`src/rtl/cpu_run_ctrl.sv`:
```
// Run/debug controller beside the multi-cycle CPU: stretches its reset, gates its progress,
// takes RUN/HALT/STEP commands, halts on PC breakpoints and keeps cycle/instruction counters.
module cpu_run_ctrl #(
    parameter int ADDR_W     = 32,
    parameter int NUM_BP     = 4,
    parameter int BP_IDX_W   = 2,
    parameter int RST_CYCLES = 4,
    parameter bit START_RUN  = 1'b1,
    parameter int CNT_W      = 32
) (
    input  logic                clk_i,
    input  logic                reset_ni,
    input  logic                cmd_valid_i,
    output logic                cmd_ready_o,
    input  logic [1:0]          cmd_op_i,
    input  logic                bp_wr_i,
    input  logic [BP_IDX_W-1:0] bp_idx_i,
    input  logic [ADDR_W-1:0]   bp_addr_i,
    input  logic                bp_en_i,
    input  logic                instr_done_i,
    input  logic [ADDR_W-1:0]   pc_next_i,
    output logic                cpu_reset_o,
    output logic                cpu_run_o,
    output logic [1:0]          state_o,
    output logic                halted_bp_o,
    output logic [BP_IDX_W-1:0] bp_hit_idx_o,
    output logic [CNT_W-1:0]    cycle_cnt_o,
    output logic [CNT_W-1:0]    instr_cnt_o
);

    localparam int RC_W = (RST_CYCLES > 1) ? $clog2(RST_CYCLES) : 1;

    localparam logic [1:0] OP_RUN   = 2'b00;
    localparam logic [1:0] OP_HALT  = 2'b01;
    localparam logic [1:0] OP_STEP  = 2'b10;
    localparam logic [1:0] OP_CLEAR = 2'b11;

    typedef enum logic [1:0] {
        ST_RESET_HOLD = 2'd0,
        ST_HALT       = 2'd1,
        ST_RUN        = 2'd2,
        ST_STEP       = 2'd3
    } state_e;

    state_e              state_q, state_d;
    logic [RC_W-1:0]     rst_cnt_q, rst_cnt_d;
    logic                halt_pend_q, halt_pend_d;
    logic                halted_bp_q, halted_bp_d;
    logic [BP_IDX_W-1:0] hit_idx_q, hit_idx_d;
    logic                cpu_reset_q, cpu_reset_d;
    logic                cpu_run_q, cpu_run_d;
    logic                cmd_ready_q, cmd_ready_d;
    logic [CNT_W-1:0]    cyc_q, cyc_d;
    logic [CNT_W-1:0]    ins_q, ins_d;

    logic [ADDR_W-1:0]   bp_addr_q [NUM_BP];
    logic [NUM_BP-1:0]   bp_en_q;
    logic [NUM_BP-1:0]   bp_match;
    logic                hit_any;
    logic [BP_IDX_W-1:0] hit_idx;
    logic                cmd_acc;

    // Compare uses the registered table, so a same-cycle write only takes effect next edge.
    generate
        for (genvar gi = 0; gi < NUM_BP; gi++) begin : g_match
            assign bp_match[gi] = bp_en_q[gi] && (bp_addr_q[gi] == pc_next_i);
        end
    endgenerate

    always_comb begin
        hit_any = 1'b0;
        hit_idx = '0;
        for (int i = NUM_BP - 1; i >= 0; i--) begin
            if (bp_match[i]) begin
                hit_any = 1'b1;
                hit_idx = BP_IDX_W'(i);
            end
        end
    end

    assign cmd_acc = cmd_valid_i && cmd_ready_q;

    always_comb begin
        state_d     = state_q;
        rst_cnt_d   = rst_cnt_q;
        halt_pend_d = halt_pend_q;
        halted_bp_d = halted_bp_q;
        hit_idx_d   = hit_idx_q;
        cyc_d       = cpu_run_q ? cyc_q + CNT_W'(1) : cyc_q;
        ins_d       = (cpu_run_q && instr_done_i) ? ins_q + CNT_W'(1) : ins_q;

        case (state_q)
            ST_RESET_HOLD: begin
                if (rst_cnt_q == RC_W'(RST_CYCLES - 1)) begin
                    state_d = START_RUN ? ST_RUN : ST_HALT;
                end else begin
                    rst_cnt_d = rst_cnt_q + RC_W'(1);
                end
            end
            ST_HALT: begin
                if (cmd_acc && (cmd_op_i == OP_RUN)) begin
                    state_d     = ST_RUN;
                    halted_bp_d = 1'b0;
                end else if (cmd_acc && (cmd_op_i == OP_STEP)) begin
                    state_d     = ST_STEP;
                    halted_bp_d = 1'b0;
                end
            end
            ST_RUN: begin
                if (cmd_acc && (cmd_op_i == OP_HALT)) begin
                    halt_pend_d = 1'b1;
                end
                // Halts only land on an instruction boundary; a breakpoint outranks a pending halt.
                if (instr_done_i && hit_any) begin
                    state_d     = ST_HALT;
                    halted_bp_d = 1'b1;
                    hit_idx_d   = hit_idx;
                    halt_pend_d = 1'b0;
                end else if (instr_done_i && halt_pend_q) begin
                    state_d     = ST_HALT;
                    halted_bp_d = 1'b0;
                    halt_pend_d = 1'b0;
                end
            end
            ST_STEP: begin
                if (instr_done_i) begin
                    state_d = ST_HALT;
                end
            end
            default: state_d = ST_RESET_HOLD;
        endcase

        if (cmd_acc && (cmd_op_i == OP_CLEAR)) begin
            cyc_d = '0;
            ins_d = '0;
        end

        cpu_reset_d = (state_d != ST_RESET_HOLD);
        cpu_run_d   = (state_d == ST_RUN) || (state_d == ST_STEP);
        cmd_ready_d = ((state_d == ST_HALT) || (state_d == ST_RUN)) && !halt_pend_d;
    end

    always_ff @(posedge clk_i or negedge reset_ni) begin
        if (!reset_ni) begin
            state_q     <= ST_RESET_HOLD;
            rst_cnt_q   <= '0;
            halt_pend_q <= 1'b0;
            halted_bp_q <= 1'b0;
            hit_idx_q   <= '0;
            cpu_reset_q <= 1'b0;
            cpu_run_q   <= 1'b0;
            cmd_ready_q <= 1'b0;
            cyc_q       <= '0;
            ins_q       <= '0;
        end else begin
            state_q     <= state_d;
            rst_cnt_q   <= rst_cnt_d;
            halt_pend_q <= halt_pend_d;
            halted_bp_q <= halted_bp_d;
            hit_idx_q   <= hit_idx_d;
            cpu_reset_q <= cpu_reset_d;
            cpu_run_q   <= cpu_run_d;
            cmd_ready_q <= cmd_ready_d;
            cyc_q       <= cyc_d;
            ins_q       <= ins_d;
        end
    end

    always_ff @(posedge clk_i or negedge reset_ni) begin
        if (!reset_ni) begin
            for (int i = 0; i < NUM_BP; i++) begin
                bp_addr_q[i] <= '0;
                bp_en_q[i]   <= 1'b0;
            end
        end else begin
            for (int i = 0; i < NUM_BP; i++) begin
                if (bp_wr_i && (bp_idx_i == BP_IDX_W'(i))) begin
                    bp_addr_q[i] <= bp_addr_i;
                    bp_en_q[i]   <= bp_en_i;
                end
            end
        end
    end

    assign cmd_ready_o  = cmd_ready_q;
    assign cpu_reset_o  = cpu_reset_q;
    assign cpu_run_o    = cpu_run_q;
    assign state_o      = state_q;
    assign halted_bp_o  = halted_bp_q;
    assign bp_hit_idx_o = hit_idx_q;
    assign cycle_cnt_o  = cyc_q;
    assign instr_cnt_o  = ins_q;

endmodule

```
`config.mk`:
```
export PLATFORM = sky130hd
export DESIGN_NAME = cpu_run_ctrl
export DESIGN_NICKNAME = d
export VERILOG_FILES = /design/src/rtl/cpu_run_ctrl.sv
export SDC_FILE = /design/constraint.sdc
export NUM_CORES = 1
export LEC_CHECK = 0
export CAP_MARGIN = 20
export CORE_MARGIN = 2
export CORE_UTILIZATION = 55
export DETAILED_ROUTE_END_ITERATION = 12
export PLACE_DENSITY = 0.84
export RECOVER_POWER = 50
export SYNTH_ARGS = -nofsm -noshare
export SYNTH_HDL_FRONTEND = slang
export SYNTH_SLANG_ARGS = --single-unit
export TNS_END_PERCENT = 1
```
`constraint.sdc`:
```
create_clock -name clk_i -period 3.6 [get_ports clk_i]
set_input_delay 0.54 -clock clk_i [delete_from_list [all_inputs] [get_ports clk_i]]
set_output_delay 0.54 -clock clk_i [all_outputs]
set_load 0.01 [all_outputs]
```
==> summary.md <==
| Metric | Value |
|---|---|
| RSZ-0062 raised after global routing | `no` |
| Clk Latency, worst-skew pair | `approximately 500 ps` |
| Area contributors post-synth | `dfrtp_1 52%, mux2_2 15%, xor2_1 13%, xnor2_1 3.6%, nor2_1 2.7%` |
| Hold Buf Count CTS | `0` |
| Die width | `138.8 um` |
| Largest net degree at the start of global routing | `78` |
| Reg power frac | `44.5%` |
| Int Power | `5.090 mW` |
| DP HPWL | `roughly 17000 um` |
| P&R area growth vs syn | `25.97%` |
| Critical-path cell list | `clkdlybuf4s50_1 -> xor2_1 -> nor4_1 -> nand4_1 -> or4_1 -> nor4bb_1 -> o311a_1 -> ha_1 -> nor3b_1 -> nor2_1 -> o31ai_1` |
| First-pass iteration count of the detailed router | `4` |
| Vias in the first global route | `7286` |
| Final non-filler cell total | `1259` |
| Die H | `138.8 um` |
| Die Footprint | `between 15000 and 20000 um^2` |
| CP peak stage delay | `580 ps` |
| Placed Cells | `1224` |
| Final worst setup slack | `370.4 ps` |
| Endpoints failing hold | `0` |
| Syn_area_per_cell | `11.98 um^2` |
| Worst hold-check path type | `flip-flop to flip-flop` |
| H-Tree Depth | `1` |
| Post-synth EDFFs | `0` |
| CP max-delay cell | `or4_1` |
| Core area | `about 18000 um^2` |
| Synth top area share | `between 50% and 60%` |
| Sw Share | `just under 30%` |
| Slew Limit Headroom | `-44.28%` |
| Port-buffer cells | `145` |
| Distinct cells, synth | `46` |
| CTS Sinks | `roughly 210` |
| Crit path launch | `pc_next_i[0]` |
| Antenna violations before repair | `0` |
| R2R setup slack | `560 ps` |
| Asr flop ratio synth | `100.0%` |
| WL/cell | `18.97 um` |
| Clk slew on worst S/H paths | `60 ps` |
| Nets | `1104` |
| Synth Instances | `834` |
| Slew @ Worst Pin | `2164 ps` |
| Max-cap violations | `2` |
| Status | `complete, but fails checks` |
| Final Skew | `slightly below 5 ps` |
| Total Routing Usage GR | `24.78%` |
| Post CTS Setup Buffer Count | `0` |
| Worst Hold Path EP | `rst_cnt_q[0]` |
| Finish-stage setup viols | `0` |
| Max Slew Vio Count | `112` |
| CP required | `4010 ps` |
| Post-Route WL | `23880 um` |
| Peak supply drop | `410.9 uV` |
| Place WS | `-38.76 ps` |
| CTS tree | `built` |
| Gr ovfl total | `0` |
| Synth area leader | `dfrtp_1` |
| Flop and latch count out of synthesis | `207` |
| Min-delay src | `rst_cnt_q[0]` |
| Clock power frac | `a little under 30%` |
| Fmax | `309.6 MHz` |
| Startpoint Class | `input port` |
| Net Switching | `2.165 mW` |
| DRT iter0 DRCs | `380` |
| Routability cong. | `0.9107` |
| First-pass GRT wire length | `38410 um` |
| Launch point of the worst reg-to-reg path | `bp_addr_q[108]` |
| Routed vias | `slightly above 7000` |
| Synth Flop Type | `dfrtp_1` |
| Combinational share of power | `26.1%` |
| Kind of critical path | `input port to flip-flop` |
| Initial Util | `55.79%` |
| Post-CTS sizing | `0` |
| P_leak | `5.426 nW` |
| ANT nets after route | `0` |
| Final period utilization | `approximately nine tenths` |
| CP arrival | `3640 ps` |
| Num CTS Buffers | `23` |
| Power per standard cell area | `576.6 nW/um^2` |
| Reg2reg path depth | `10` |
| Drc violations | `0` |
| Site row count | `49` |
| Worst hold stages | `1` |
| Reg-to-reg endpoint | `cmd_ready_o` |
| IO Count | `between 100 and 150` |
| Vias per std cell | `5.597` |
| Yosys warning total | `0` |
| Mapped Nets | `918` |
| Failing checks | `max-capacitance violations, max-slew violations` |
| Tmin final | `3230 ps` |
| Max Fanout on Critical Path | `4` |
| CTS Buffer Depth | `3` |
| ANT cells | `0` |
| Sequential area share after synthesis | `51.86%` |
| Crit. End Element | `flip-flop` |
| Synthesized area | `around 10000 um^2` |
| CTS root buffer | `clkbuf_16` |
| Fraction of layout cells with a size suffix above 1 | `20.10%` |
==> final cells by class <==
cell class	count	area, um^2
fill	1306	5320
sequential	207	5180
multi-input combinational	595	4686
timing repair buffer	183	1717
clock buffer	33	663.1
tap	229	286.5
inverter	10	37.54
clock inverter	2	12.51
==> power groups by stage <==
stage	Combinational, mW	Clock, mW	Sequential [mW]
after CTS	1.91	2.18	3.22
after global routing	2.06	2.27	3.29
final	1.89	2.14	3.23
after detailed placement	1.89	0	3.25
after floorplan	0.987	0	3.24
after global placement	1.84	0	3.22
==> placed cells by master, fill, tap and decap left out, types with 5 or more instances in the layout <==
master and count:
o21ai_0 8, ha_1 10, and3_1 15, buf_4 33, a21oi_1 10, mux2_2 133, nand2_1 28, xor2_1 146
dfrtp_1 207, nor4_1 29, nor3_1 9, nand4_1 17, inv_1 10, nand3_1 26, nor2_1 71, clkbuf_16 23
clkdlybuf4s50_1 143, clkbuf_1 7, clkbuf_8 5, xnor2_1 41
==> per-stage QoR <==
step / cell area (um^2) / hold WS, ps / utilization [%] / total power [mW] / TNS [ps]
floorplan: 9988 / 244.4 / - / 4.228 / 0
global placement: 11960 / 470.3 / 66.78 / 5.065 / 0
detailed placement: 11960 / 477.5 / 66.78 / 5.148 / -38.76
CTS: 12630 / 95.31 / 70.55 / 7.312 / 0
global route: 12580 / 513.2 / 70.28 / 7.631 / 0
finish: 12580 / 482.8 / 70.28 / 7.255 / 0
==> cells by family (layout without fill, tap and decap cells) <==
family	count (synthesis)	in the layout	synth area share [%]
AND/OR/NAND/NOR	230	230	11.86
flip-flops	207	207	51.86
XOR/XNOR	187	187	16.40
multiplexers	134	134	15.09
AO/OA/AOI/OAI	34	34	2.242
buffers and inverters	32	228	1.290
adder cells (fa/ha/maj)	10	10	1.253
==> metal layers <==
layer  wire length (um)  up-vias  global-route usage [%]  share of wire (%)
li1                   -     3276                       -                  -
met1              10100     3505                   32.26                 42
met2              11770      220                   41.98                 49
met3               1158       46                   4.282                4.8
met4                857        0                   9.144                3.6
met5                  0        -                       0                  0
==> how the worst max path moves through the flow <==
stage               slack (ps)  cells past startpoint             to
global placement            10                     11    cmd_ready_o
floorplan                  700                     11    cmd_ready_o
global route               180                      2  bp_addr_q[19]
detailed placement         -40                     11    cmd_ready_o
CTS                        450                     11    cmd_ready_o
finish                     370                     11    cmd_ready_o
==> synth_stat cells, drive strengths merged (2+ instances only) <==
master and count:
nand2 28, mux2 133, nand3 26, o21a 2, nor2b 2, ha 10
xor2 146, and2 3, nand3b 3, and3 15, buf 4, o21ai 8
nor3b 4, a21oi 10, inv 10, or2 4, xnor2 41, nand2b 3
o31ai 3, o21bai 2, or4 3, nor2 71, nand4 17, clkbuf 18
dfrtp 207, nor4 29, and4 5, nor3 10, or3 4
==> state kept, by name (all words and copies together), names as in the netlist, 2 cells and up <==
register,flops
rst_cnt_q,2
bp_addr_q,128
bp_hit_idx_o,2
state_o,2
bp_en_q,4
cycle_cnt_o,32
instr_cnt_o,32
==> critical path: cells and delay by family <==
family                   cells  cell delay, ps
adder cells (fa/ha/maj)      1             340
buffers and inverters        1             530
XOR/XNOR                     1             230
AND/OR/NAND/NOR              6            1590
AO/OA/AOI/OAI                2             410
Note: power is estimated with default switching activity, not from simulation.
